<file path="src/rtl/c3lib_ctn_pkg.sv">
// Shared types and default parameters for the CTN clock-gate sequencer.
package c3lib_ctn_pkg;

  typedef enum logic {
    CTN_SEQ_IDLE,
    CTN_SEQ_WAIT
  } ctn_seq_state_t;

  localparam int CTN_NUM_BR_DEF      = 4;
  localparam int CTN_STAGGER_CYC_DEF = 3;

endpackage : c3lib_ctn_pkg

</file>
<file path="src/rtl/c3lib_ctn_lsb_pick.sv">
// Lowest-set-bit picker: one-hot of the least significant set bit of diff.
module c3lib_ctn_lsb_pick #(
  parameter int W = 4
) (
  input  logic [W-1:0] diff,
  output logic [W-1:0] pick,
  output logic         valid
);

  // Two's-complement trick isolates the lowest set bit, so index 0 wins.
  assign pick  = diff & (~diff + W'(1));
  assign valid = |diff;

endmodule : c3lib_ctn_lsb_pick

</file>
<file path="src/rtl/c3lib_ctn_ckgate_seq.sv">
// Staggered enable/disable sequencer for gated clock-tree branches.
// gate_en walks toward en_req one bit at a time, with STAGGER_CYC edges
// between toggles, to bound di/dt on the clock network.
module c3lib_ctn_ckgate_seq
  import c3lib_ctn_pkg::*;
#(
  parameter int                NUM_BR      = CTN_NUM_BR_DEF,
  parameter int                STAGGER_CYC = CTN_STAGGER_CYC_DEF,
  parameter logic [NUM_BR-1:0] RST_EN      = '0
) (
  input  logic              clk,
  input  logic              rst_n,
  input  logic [NUM_BR-1:0] en_req,
  input  logic              hold,
  output logic [NUM_BR-1:0] gate_en,
  output logic              busy,
  output logic              done
);

  localparam int              CNT_W      = $clog2(STAGGER_CYC + 1);
  localparam logic [CNT_W-1:0] CNT_RELOAD = CNT_W'(STAGGER_CYC - 1);

  ctn_seq_state_t    state_q, state_d;
  logic [CNT_W-1:0]  cnt_q, cnt_d;
  logic [NUM_BR-1:0] gate_en_q, gate_en_d;
  logic              done_q, done_d;

  logic [NUM_BR-1:0] diff;
  logic [NUM_BR-1:0] pick;
  logic              pick_valid;

  assign diff = en_req ^ gate_en_q;

  c3lib_ctn_lsb_pick #(
    .W (NUM_BR)
  ) u_lsb_pick (
    .diff  (diff),
    .pick  (pick),
    .valid (pick_valid)
  );

  // Next-state: toggle one branch at each decision edge, count the gap between.
  always_comb begin
    // NOTE: every target gets a default first so no path can infer a latch.
    state_d   = state_q;
    cnt_d     = cnt_q;
    gate_en_d = gate_en_q;
    done_d    = 1'b0;
    if (!hold) begin
      unique case (state_q)
        CTN_SEQ_IDLE: begin
          if (pick_valid) begin
            gate_en_d = gate_en_q ^ pick;
            cnt_d     = CNT_RELOAD;
            state_d   = CTN_SEQ_WAIT;
          end
        end
        CTN_SEQ_WAIT: begin
          if (cnt_q != '0) begin
            cnt_d = cnt_q - CNT_W'(1);
          end else if (pick_valid) begin
            gate_en_d = gate_en_q ^ pick;
            cnt_d     = CNT_RELOAD;
          end else begin
            state_d = CTN_SEQ_IDLE;
            done_d  = 1'b1;
          end
        end
        default: state_d = CTN_SEQ_IDLE;
      endcase
    end
  end

  // State, counter, gate enables and done pulse registers.
  always_ff @(posedge clk or negedge rst_n) begin
    if (!rst_n) begin
      state_q   <= CTN_SEQ_IDLE;
      cnt_q     <= '0;
      gate_en_q <= RST_EN;
      done_q    <= 1'b0;
    end else begin
      // NOTE: non-blocking so all flops update from the same pre-edge values.
      state_q   <= state_d;
      cnt_q     <= cnt_d;
      gate_en_q <= gate_en_d;
      done_q    <= done_d;
    end
  end

  assign gate_en = gate_en_q;
  assign busy    = (state_q == CTN_SEQ_WAIT);
  assign done    = done_q;

endmodule : c3lib_ctn_ckgate_seq

</file>
<file path="config.mk">
export PLATFORM = sky130hd
export DESIGN_NAME = c3lib_ctn_ckgate_seq
export DESIGN_NICKNAME = d
export VERILOG_FILES = /design/src/rtl/c3lib_ctn_pkg.sv /design/src/rtl/c3lib_ctn_lsb_pick.sv /design/src/rtl/c3lib_ctn_ckgate_seq.sv
export SDC_FILE = /design/constraint.sdc
export NUM_CORES = 1
export LEC_CHECK = 0
export CAP_MARGIN = 20
export CORE_AREA = 2 2 39 41
export DETAILED_ROUTE_END_ITERATION = 8
export DIE_AREA = 0 0 41 43
export GPL_TIMING_DRIVEN = 0
export PLACE_DENSITY_LB_ADDON = 0.12
export SYNTH_ARGS = -nofsm -noshare
export SYNTH_HDL_FRONTEND = slang
export SYNTH_SLANG_ARGS = --single-unit
</file>
<file path="constraint.sdc">
create_clock -name clk -period 1.3 [get_ports clk]
set_input_delay 0.26 -clock clk [delete_from_list [all_inputs] [get_ports clk]]
set_output_delay 0.26 -clock clk [all_outputs]
set_load 0.01 [all_outputs]
</file>
After elaboration in Yosys (flattened, before gate mapping). Cells that the tools add are included.

Register bits: 8. Bits of input ports: 7. Output and inout bits: 6. Word-level logic and storage cells: 29.

Add/subtract/negate cells: 2. Equality and inequality tests: 1. Mux-type cells: 13. Bitwise operators: 6. Reductions and logical operators: 3.

Operators by type and width (count): $mux 4 (2); $pmux 4 s2 (1); $xor 4x4->4 (2); $mux 1 (6); $add 4x1->4 const B (1); $and 4x4->4 (1); $mux 2 (2); $not 4->4 (1); $pmux 2 s2 (1); $reduce_or 4->1 (1); $ne 2x2->1 const B (1); $not 1->1 (2); $pmux 1 s2 (1); $reduce_and 2->1 (1); $reduce_bool 2->1 (1); $sub 2x1->2 const B (1).

Longest topological paths before layout.
Depth after elaboration: 8. Depth in mapped cells: 5. Mapped depth without buffers: 4.

Cells and area by module. Synthesis repeated with hierarchy kept, for this count alone.

Cells, all modules: 39. Area, all modules: 409.1 sq um.

Modules (own cells, without submodules): c3lib_ctn_ckgate_seq (instances 1, cells an instance 34, area each 371.6 sq um); c3lib_ctn_lsb_pick (instances 1, cells an instance 5, area each 37.5 sq um).

Worst setup path before layout. Ideal clock, no wire load.

Path type: register -> register. Start: reg with a tool-made name. End: reg gate_en_q[0], in the netlist gate_en[0]. Library setup time: 128 ps. Arrival time: 1390 ps. Required time: 1172 ps. Slack: -217 ps. Cell stages (with the launch flop): 5. Path buffers: 0. Clock period less this slack: 1517 ps. Cells stage by stage: dfrtp_1 -> xor2_1 -> nor4_4 -> nand2b_1 -> mux2_1.

RTL lines: end signal, assigned (line c3lib_ctn_ckgate_seq.sv:85) `gate_en_q <= gate_en_d;`; end, declared (line c3lib_ctn_ckgate_seq.sv:25) `logic [NUM_BR-1:0] gate_en_q, gate_en_d;`.

==> results.json <==
{
  "status": "finished, violations left",
  "violations": "negative setup slack",
  "synthMuxAreaShare_pct": 12.8,
  "num_vias": 355,
  "crit_arrival_ps": 1620,
  "synth_xor_area_share_pct": 8.14,
  "crit_chain": "xor2_2 > nor4_4 > nand2b_4 > mux2_4",
  "path_clk_slew_ps": 60,
  "max-cap-violations": 0,
  "core_sq_um": 1380,
  "crit_type": "reg -> reg",
  "regToRegSetupSlack_ps": -170,
  "syn_inst": 39,
  "switching_share_pct": 39.1,
  "grt_overflow": 0,
  "leakage_nw": 0.273,
  "drc": 0,
  "rsz0062_at_grt": "true",
  "hold_violations": 0,
  "setup_tns_ps": -276,
  "cts-hold-fix-buffers": 0,
  "start_util_pct": 31.1,
  "p_comb_share_pct": 50.3,
  "antenna_found_initial": 0,
  "layout_common_cells": "dlygate4sd2_1, dfrtp_1",
  "place.gp.congestion": 0.647,
  "startpoint_type": "flop",
  "ys_seq_area_share_pct": 46.5,
  "pwr-share-clk_pct": 14.3,
  "critical-path-top-delay-family": "simple AND/OR/NAND/NOR gates",
  "io_pins": 13,
  "detail-route-antenna-nets": 0,
  "ff2ff_path_depth": 4,
  "drive_above_1_share_pct": 38.2,
  "syn_area_sq_um": 430,
  "die_h_um": 43,
  "pwr-share-seq_pct": 35.4,
  "layout_commonest_cell": "dlygate4sd2_1",
  "clock_path_buffers": 2,
  "dr.first_iter.drc_count": 8,
  "fin_nets": 64,
  "dpl_worst_slack_ps": -600,
  "grtUsageTotal_pct": 14.2,
  "synth_compound_area_share_pct": 7.85,
  "cp.required_ps": 1440,
  "drtPass1Iterations": 3,
  "worstMarginPinSlew_ps": 404,
  "slowest_delay_ps": 410,
  "synth_flop_cell": "dfrtp_1",
  "worst-path-buf-inv": 0,
  "portBuffers": 11,
  "timing.rr.end": "gate_en[0]$_DFFE_PN0P_",
  "synth_edf_count": 0,
  "p_int_uw": 838,
  "powerDensity_nw_per_um2": 2190,
  "first_global_vias": 372,
  "ys_types": 20,
  "grt_pass1_wl_um": 1590,
  "wl_per_cell_um": 13.4,
  "synth_top_family_by_area": "simple AND/OR/NAND/NOR gates",
  "synthToLayoutAreaGrowth_pct": 46.2,
  "ys_ff_latch": 8,
  "maxSlewHeadroom_pct": 73.0,
  "holdCritPathClass": "in -> async",
  "period_share_pct": 113,
  "avgSynthCellArea_sq_um": 11.0,
  "p_sw_uw": 537,
  "wirelength_um": 950,
  "synth_warnings": 0,
  "clockRootBuffer": "clkbuf_4",
  "die-area_sq_um": 1760,
  "tritoncts": "yes",
  "die_w_um": 41,
  "clock_skew_ps": 4.55,
  "clock-sinks": 8,
  "grt_max_degree": 10,
  "slowest_stage": "dfrtp_1",
  "fill_cells": 144,
  "insertion_delay_ps": 260,
  "htreeDepth": 1,
  "setup_viol": 5,
  "fin_crit_ps": 1470,
  "max_freq_ghz": 0.679,
  "synthAdderAreaFrac_pct": 0,
  "worstSetupEndpointType": "flop",
  "std_cell_rows": 14,
  "diodes": 0,
  "yosys.area_share.simple_pct": 23.0,
  "fin_ws_ps": -174,
  "cts_made_buffers": 3,
  "ys_async_sr_fraction_pct": 100,
  "vias_per_cell": 5.00,
  "slew_violations": 0,
  "ir_worst_vdd_uv": 776,
  "crit_fanout": 3,
  "syn_nets": 46
}
-- cells by family after synthesis --
kind of cell	count (synthesis)
buffers and inverters	2
DFF	8
and+or+nand+nor	15
xor gates and xnor gates	4
muxes	5
AOI/OAI and AO/OA	5
-- cells in the mapped netlist (2+ instances only) --
library cell | number | share of area, %
nor3_1 | 2 | 2.3
mux2_2 | 3 | 7.8
nand2b_1 | 2 | 2.9
nand3b_1 | 2 | 3.5
xor2_1 | 4 | 8.1
nor2_1 | 3 | 2.6
dfrtp_1 | 8 | 47
nand2_1 | 3 | 2.6
-- how the worst max path moves through the flow --
stage,from,end,slack [ps],cells after the start
after CTS,flop,gate_en[0]$_DFFE_PN0P_,-150,4
after floorplan,flop,gate_en[0]$_DFFE_PN0P_,-190,4
after detailed placement,en_req[0],gate_en[0]$_DFFE_PN0P_,-600,5
after global routing,gate_en[0]$_DFFE_PN0P_,gate_en[0]$_DFFE_PN0P_,-220,4
final,flop,gate_en[0]$_DFFE_PN0P_,-170,4
after global placement,en_req[0],gate_en[0]$_DFFE_PN0P_,-570,5
-- per-layer routing --
metal  global-route usage (%)  vias up  wire length, um
li1                         -      167                -
met1                     16.7      177              389
met2                     21.6        9              504
met3                     3.14        2               42
met4                     10.0        0               14
met5                        0        -                0
-- power groups by stage --
stage | registers, mW | logic [mW] | clock network [mW]
2_1_floorplan | 0.485 | 0.372 | 0
3_3_place_gp | 0.456 | 0.620 | 0
3_5_place_dp | 0.469 | 0.634 | 0
4_1_cts | 0.485 | 0.669 | 0.194
5_1_grt | 0.506 | 0.761 | 0.216
6_report | 0.487 | 0.691 | 0.197
-- cell type report --
class                      instances  area [sq um]  share of cell area [%]
clock buffer                       3          22.5                    3.58
buffer                             1          3.75                   0.596
sequential                         8           204                    32.4
timing repair buffer              14           118                    18.7
multi-input combinational         29           262                    41.6
tap                               16          20.0                    3.18
-- timing repair --
item,CTS,global route
pin swaps,4,2
setup buffers,3,0
endpoints found under the setup margin,12,9
gates resized for setup,16,4
cloned,0,0
-- stage by stage --
| stage | area [sq um] | hold WS (ps) | util [%] | instances | power (mW) |
|---|---|---|---|---|---|
| 6_report | 629 | 292 | 45.5 | 71 | 1.38 |
| 5_1_grt | 629 | 312 | 45.5 | 71 | 1.48 |
| 4_1_cts | 621 | 303 | 44.8 | 71 | 1.35 |
| 3_5_place_dp | 562 | 546 | 40.6 | 66 | 1.10 |
| 3_3_place_gp | 562 | 520 | 40.6 | 66 | 1.08 |
| 2_1_floorplan | 432 | -35.6 | - | 39 | 0.857 |
(Power assumes the default switching activity.)
